==> src/rtl/interp_pkg.sv <==
// interp_pkg: shared widths, FSM state encoding and out_idx codes for the interpolation register reader.
package interp_pkg;
    localparam int REG1_DEF  = 17;
    localparam int REG2_DEF  = 18;
    localparam int REG3_DEF  = 20;
    localparam int OUT_W_DEF = 16;
    // The three beats share one EMIT state; out_idx tells them apart, so 3 bits cover the sequence.
    typedef enum logic [2:0] {
        ST_IDLE,
        ST_WR_H6,
        ST_WR_2H6,
        ST_WR_5H9,
        ST_SETTLE,
        ST_EMIT,
        ST_DONE
    } state_e;
    localparam logic [1:0] IDX_H6  = 2'd0;
    localparam logic [1:0] IDX_2H6 = 2'd1;
    localparam logic [1:0] IDX_5H9 = 2'd2;
endpackage

==> src/rtl/interp_narrow.sv <==
// interp_narrow: combinational signed width conversion from IN_W to OUT_W.
// Ports: in_i (IN_W, signed) -> out_o (OUT_W, signed).
// Widening sign-extends. Narrowing wraps (keeps the OUT_W LSBs) by default,
// or saturates to the OUT_W signed range when INTERP_SAT_EN is defined.
module interp_narrow #(
    parameter int IN_W  = 17,
    parameter int OUT_W = 16
) (
    input  logic signed [IN_W-1:0]  in_i,
    output logic signed [OUT_W-1:0] out_o
);
    if (IN_W <= OUT_W) begin : g_ext
        assign out_o = OUT_W'(in_i);
    end else begin : g_narrow
`ifdef INTERP_SAT_EN
        logic fits;
        // The value fits when every bit from the OUT_W sign position upward equals the sign.
        assign fits  = (&in_i[IN_W-1:OUT_W-1]) | ~(|in_i[IN_W-1:OUT_W-1]);
        assign out_o = fits ? in_i[OUT_W-1:0] : {in_i[IN_W-1], {(OUT_W-1){~in_i[IN_W-1]}}};
`else
        logic unused_hi;
        assign unused_hi = ^in_i[IN_W-1:OUT_W];
        assign out_o     = in_i[OUT_W-1:0];
`endif
    end
endmodule

==> src/rtl/interp_reg_reader.sv <==
// interp_reg_reader: strobes the h6/2h6/5h9 bank writes in order, settles, then streams the three read-backs.
// Ports: clk, rst (async active-low), start, flush (sync abort), reg_h6/reg_2h6/reg_5h9 (bank outputs),
//        en_reg_h6/en_reg_2h6/en_reg_5h9 (bank strobes), out_data/out_idx/out_valid/out_ready (stream),
//        busy (not IDLE), done (one-cycle pulse after the last beat).
// Build option: INTERP_SAT_EN selects saturating narrowing inside interp_narrow (default wraps).
module interp_reg_reader
    import interp_pkg::*;
#(
    parameter int REG1  = REG1_DEF,
    parameter int REG2  = REG2_DEF,
    parameter int REG3  = REG3_DEF,
    parameter int OUT_W = OUT_W_DEF
) (
    input  logic                    clk,
    input  logic                    rst,
    input  logic                    start,
    input  logic                    flush,
    input  logic signed [REG1-1:0]  reg_h6,
    input  logic signed [REG2-1:0]  reg_2h6,
    input  logic signed [REG3-1:0]  reg_5h9,
    output logic                    en_reg_h6,
    output logic                    en_reg_2h6,
    output logic                    en_reg_5h9,
    output logic signed [OUT_W-1:0] out_data,
    output logic [1:0]              out_idx,
    output logic                    out_valid,
    input  logic                    out_ready,
    output logic                    busy,
    output logic                    done
);
    state_e                  state_q;
    logic [2:0]              en_q;
    logic signed [OUT_W-1:0] data_q;
    logic [1:0]              idx_q;
    logic                    valid_q;
    logic                    busy_q;
    logic                    done_q;
    logic signed [OUT_W-1:0] n_h6;
    logic signed [OUT_W-1:0] n_2h6;
    logic signed [OUT_W-1:0] n_5h9;

    interp_narrow #(.IN_W(REG1), .OUT_W(OUT_W)) u_nar_h6  (.in_i(reg_h6),  .out_o(n_h6));
    interp_narrow #(.IN_W(REG2), .OUT_W(OUT_W)) u_nar_2h6 (.in_i(reg_2h6), .out_o(n_2h6));
    interp_narrow #(.IN_W(REG3), .OUT_W(OUT_W)) u_nar_5h9 (.in_i(reg_5h9), .out_o(n_5h9));

    always_ff @(posedge clk or negedge rst) begin
        if (!rst) begin
            state_q <= ST_IDLE;
            en_q    <= '0;
            data_q  <= '0;
            idx_q   <= IDX_H6;
            valid_q <= 1'b0;
            busy_q  <= 1'b0;
            done_q  <= 1'b0;
        end else if (flush) begin
            state_q <= ST_IDLE;
            en_q    <= '0;
            data_q  <= '0;
            idx_q   <= IDX_H6;
            valid_q <= 1'b0;
            busy_q  <= 1'b0;
            done_q  <= 1'b0;
        end else begin
            case (state_q)
                ST_IDLE: begin
                    if (start) begin
                        state_q <= ST_WR_H6;
                        en_q    <= 3'b001;
                        busy_q  <= 1'b1;
                    end
                end
                ST_WR_H6: begin
                    state_q <= ST_WR_2H6;
                    en_q    <= 3'b010;
                end
                ST_WR_2H6: begin
                    state_q <= ST_WR_5H9;
                    en_q    <= 3'b100;
                end
                ST_WR_5H9: begin
                    state_q <= ST_SETTLE;
                    en_q    <= '0;
                end
                ST_SETTLE: begin
                    state_q <= ST_EMIT;
                    valid_q <= 1'b1;
                    idx_q   <= IDX_H6;
                    data_q  <= n_h6;
                end
                ST_EMIT: begin
                    // Each accepted beat loads the next read-back so beats can go back to back.
                    if (out_ready) begin
                        if (idx_q == IDX_5H9) begin
                            state_q <= ST_DONE;
                            valid_q <= 1'b0;
                            done_q  <= 1'b1;
                        end else begin
                            idx_q  <= idx_q + 2'd1;
                            data_q <= (idx_q == IDX_H6) ? n_2h6 : n_5h9;
                        end
                    end
                end
                ST_DONE: begin
                    state_q <= ST_IDLE;
                    done_q  <= 1'b0;
                    busy_q  <= 1'b0;
                end
                default: begin
                    state_q <= ST_IDLE;
                    en_q    <= '0;
                    valid_q <= 1'b0;
                    busy_q  <= 1'b0;
                    done_q  <= 1'b0;
                end
            endcase
        end
    end

    assign en_reg_h6  = en_q[0];
    assign en_reg_2h6 = en_q[1];
    assign en_reg_5h9 = en_q[2];
    assign out_data   = data_q;
    assign out_idx    = idx_q;
    assign out_valid  = valid_q;
    assign busy       = busy_q;
    assign done       = done_q;
endmodule

==> config.mk <==
export PLATFORM = sky130hd
export DESIGN_NAME = interp_reg_reader
export DESIGN_NICKNAME = d
export VERILOG_FILES = /design/src/rtl/interp_pkg.sv /design/src/rtl/interp_narrow.sv /design/src/rtl/interp_reg_reader.sv
export SDC_FILE = /design/constraint.sdc
export NUM_CORES = 1
export LEC_CHECK = 0
export ABC_AREA = 1
export CAP_MARGIN = 10
export CORE_UTILIZATION = 45
export CTS_BUF_LIST = sky130_fd_sc_hd__clkbuf_8 sky130_fd_sc_hd__clkbuf_16
export CTS_CLUSTER_SIZE = 30
export DETAILED_ROUTE_END_ITERATION = 8
export GPL_TIMING_DRIVEN = 0
export PLACE_DENSITY = 0.93
export SYNTH_ARGS = -nofsm -noshare
export SYNTH_HDL_FRONTEND = slang
export SYNTH_SLANG_ARGS = --single-unit
==> constraint.sdc <==
create_clock -name clk -period 4.3 [get_ports clk]
set_clock_uncertainty 0.05 [all_clocks]
set_input_delay 1.29 -clock clk [delete_from_list [all_inputs] [get_ports clk]]
set_output_delay 1.29 -clock clk [all_outputs]
set_load 0.02 [all_outputs]
After elaboration in Yosys (flattened, before gate mapping)
Index checks and enable logic that the tools add are counted.
- register bits after elaboration: 27
- input port bits: 60
- output and inout bits: 24
- word-level logic and storage cells: 63
- add/sub/neg operators: 1
- equality and inequality tests: 15
- muxes and demuxes: 27
- reduce and logical (&&, ||, !) cells: 13
- operators with widths (cell ; count):
    $mux 16 ; 4
    $pmux 16 s2 ; 1
    $pmux 3 s6 ; 1
    $mux 3 ; 5
    $reduce_or 5->1 ; 3
    $ne 3x3->1 const B ; 4
    $pmux 3 s4 ; 1
    $reduce_and 3->1 ; 4
    $eq 3x3->1 const B ; 3
    $mux 1 ; 8
    $ne 2x1->1 const B ; 4
    $eq 3x2->1 const B ; 2
    $mux 2 ; 3
    $pmux 1 s2 ; 2
    $pmux 2 s2 ; 1
    $reduce_and 2->1 ; 2
    $eq 3x1->1 const B ; 1
    $logic_not 3->1 ; 1
    $pmux 1 s3 ; 1
    $reduce_bool 3->1 ; 1
    $reduce_or 3->1 ; 1
    $add 2x1->2 const B ; 1
    $eq 2x2->1 const B ; 1
    $logic_not 2->1 ; 1

Logic depth before layout (Yosys ltp)
- depth after elaboration: 6
- gate-level depth with buffers: 9

Hierarchy
Synthesis repeated with hierarchy kept, for this count alone.
- cells, all modules: 310
- area total of the unflattened synthesis: 2177.1 sq um
- modules (own cells, without submodules) (module ; instances ; cells each ; area an instance (sq um) ; sequential area each (sq um)):
    interp_reg_reader ; 1 ; 262 ; 1816.7 ; 675.6
    interp_narrow ; 3 ; 16 ; 120.1 ; 0.0

Least setup slack after synthesis
No wires, ideal clock.
- kind: input to register
- start: input port flush
- end: register data_q[0], in the netlist out_data[0]
- arrival time: 1991 ps
- path slack: 2141 ps
- stages: 7
- cell sequence: inv_1 nand2_4 nor2_8 nand2_4 buf_2 nand3_1 nand2_1
- cells in the longest elaborated chain, start to end: 2
- ends and longest elaborated chain (what ; line ; RTL):
    from (decl) ; interp_reg_reader.sv:17 ; input logic flush,
    $ne 3x3->1 (no line) or $reduce_bool 3->1 (tied branches) ; - ;
    $reduce_and 3->1 (no line) ; - ;
    to (signal assigned) ; interp_reg_reader.sv:88 ; data_q <= n_h6;
    to (signal assigned) ; interp_reg_reader.sv:99 ; data_q <= (idx_q == IDX_H6) ? n_2h6 : n_5h9;
    to (decl) ; interp_reg_reader.sv:33 ; logic signed [OUT_W-1:0] data_q;
Several ways; a longest one is shown, not always the timed one.
A chain may end at the register's enable or synchronous reset.

Worst setup path in the final report
- start: register idx_q[1], in the netlist out_idx[1]
- end: output port out_idx[1]
- RTL lines (what ; line ; RTL):
    from (decl) ; interp_reg_reader.sv:34 ; logic [1:0] idx_q;
    from (signal assigned) ; interp_reg_reader.sv:98 ; idx_q <= idx_q + 2'd1;
    to (decl) ; interp_reg_reader.sv:25 ; output logic [1:0] out_idx,
No word-level cell between the ends.

==> impl_results.md <==
- Setup crit start kind: flop
- Crit path buf inv count: 1
- Initial antenna violation count: 0
- Seq/Total Area, Yosys: 37.2%
- Chip Width: 65.5 um
- Crit end category: output pin
- Die outline height: 65.5 um
- Routability Congestion: 0.927
- Via/cell ratio: 4.95
- Finish-stage setup viols: 0
- Num CTS Buffers: 3
- Sum Neg Setup Slack: 0 ps
- Critical Path Fanout Max: 4
- Setup Buffers After CTS: 0
- Crit path required time: 2960 ps
- Clock root buffer master: clkbuf_8
- Post-Route WL: 4.53 mm
- Vias post-DR: 1930
- Netlist cell types: 23
- P&R area growth vs syn: 47.5%
- Placement Rows: 22
- Largest net degree at the start of global routing: 28
- Avg Cell Area, Syn: 6.93 um2
- Yosys warns: 0
- Drt pass-1 iters: 4
- Initial Utilization: 48.2%
- Fmax: 378 MHz
- Final slew viol count: 0
- ANT cells: 0
- Count of input and output buffers: 76
- Critical Path AT: 1300 ps
- Post-route cell area: 2680 um2
- Delay-heaviest family, CP: buffers and inverters
- Relative slew slack: 60.6%
- GR Overflow Total: 0
- Crit-path max cell delay: 630 ps
- Post-detail-place hpwl: 3.59 mm
- Post-Syn Area: 1820 um2
- Most common cell after layout, fill and taps aside: nand2_1
- Synth Register Bits: 27
- Ports: 84
- Hold buffer count at CTS: 0
- Pleak: 1.41 nW
- RSZ-0062 raised after global routing: no
- Post-Syn Nets: 327
- Reg2reg setup slack: 2600 ps
- Kind of critical path: flop to output pin
- Hold/Removal Path Class: flop to flop
- PwrDens: 249 nW/um2
- Post-CTS sizing: 0
- GRT Util Overall: 23.1%
- Core area: 3770 um2
- Commonest non-fill, non-tap cells in the layout: nand2_1, clkdlybuf4s50_1, nand3_1, inv_1, dfrtp_1
- Status: finished, final reports clean
- CTS tree: done
- H-Tree Depth: 1
- Worst-Margin Slew: 591 ps
- Final-report hold violation count: 0
- Drt drc: 0
- Worst-skew pair later-pin latency: 270 ps
- Clock sinks: 27
- Worst VDD drop: 144 uV
- Clk buf depth: 2
- DRT iter0 DRCs: 153
- MaxCap Viol Count: 0
- Final Util: 71.0%
- Layout cells sized above 1: 8.19%
- Instance count of the mapped netlist: 262
- Die area: 4300 um2
- Worst path slowest cell: clkdlybuf4s50_1
- Period minus WS final: 2640 ps
- Vias in the first global route: 1777
- Placed cell area: 2640 um2
- Antenna Violating Nets Remaining: 0
- Worst-path clk slew: 90 ps
- Worst-path cell chain: clkdlybuf4s50_1
- Final net count: 408
- Final period util: 61.5%
- First-pass GRT wire length: 7.72 mm
- Avg WL per Cell: 11.6 um
==> report_power, final <==
part	switching, mW	total, mW	internal, mW	leakage [nW]
sequential	0.0169	0.295	0.278	0.355
clock	0.0781	0.143	0.0649	0.0255
combinational	0.112	0.228	0.116	1.03
==> through the flow <==
| step | worst slack [ps] | instances | hold slack [ps] | power [mW] |
|---|---|---|---|---|
| after floorplan | 2140 | 262 | 530 | 0.411 |
| after global placement | 1480 | 386 | 405 | 0.523 |
| after detailed placement | 1450 | 386 | 409 | 0.529 |
| after CTS | 1650 | 390 | 432 | 0.672 |
| after global routing | 1560 | 390 | 464 | 0.707 |
| final | 1660 | 390 | 429 | 0.667 |
==> Yosys cell counts <==
library cell  instances  area share (%)
buf_2                 4             1.1
buf_4                 4             1.7
buf_6                 3             1.9
clkbuf_1              2            0.41
dfrtp_1              27              37
ha_1                  5             3.4
inv_1                27             5.6
inv_4                 1            0.34
nand2_1             107              22
nand2_2               1            0.34
nand2_4               3             1.9
nand3_1              35             9.6
nand3_4               2             1.9
nand3b_1              1            0.41
nand4_1               1            0.34
nor2_1                7             1.4
nor2_2                1            0.34
nor2_8                1             1.1
nor3_1                1            0.28
o211ai_1              1            0.41
o21ai_0              25             6.9
o21ai_2               2            0.96
or2_2                 1            0.34
==> logic make-up (layout without fill, tap and decap cells) <==
kind of cell             Yosys count  after routing  share of synthesized area (%)
AO/OA/AOI/OAI                     28             28                           8.26
adder cells (fa/ha/maj)            5              5                           3.44
buffers and inverters             41            121                           11.0
flip-flops                        27             27                           37.2
AND/OR/NAND/NOR                  161            161                           40.2
==> layer usage <==
metal  global-route usage [%]  up-vias  wire, um
met5                        0        -         0
li1                         -      983         -
met4                     9.24        0        65
met1                     29.9      861      1960
met3                     3.30        9       261
met2                     38.5       77      2240
==> final cells by class <==
class / instances / area (um2)
sequential: 27 / 676
fill: 307 / 1090
inverter: 28 / 108
multi-input combinational: 194 / 942
clock inverter: 1 / 5.00
timing repair buffer: 76 / 756
buffer: 13 / 91.3
clock buffer: 3 / 41.3
tap: 48 / 60.1
==> final timing paths <==
kind | from | end | cells after the start
hold / removal | en_q[2] | en_q[2] | 2
max in group asynchronous | rst | out_data[6] | 1
hold reg to reg | en_q[2] | en_q[2] | 2
setup reg to reg | out_idx[0] | out_data[6] | 9
min in group asynchronous | rst | out_data[13] | 1
setup / recovery | out_idx[1] | out_idx[1] | 1
==> state kept, by name, summed over array words and instances (netlist names) <==
signal / flops
out_data: 16
state_q: 3
busy: 1
out_valid: 1
out_idx: 2
en_q: 3
done: 1
No activity file was read; power rests on OpenSTA's default activity.
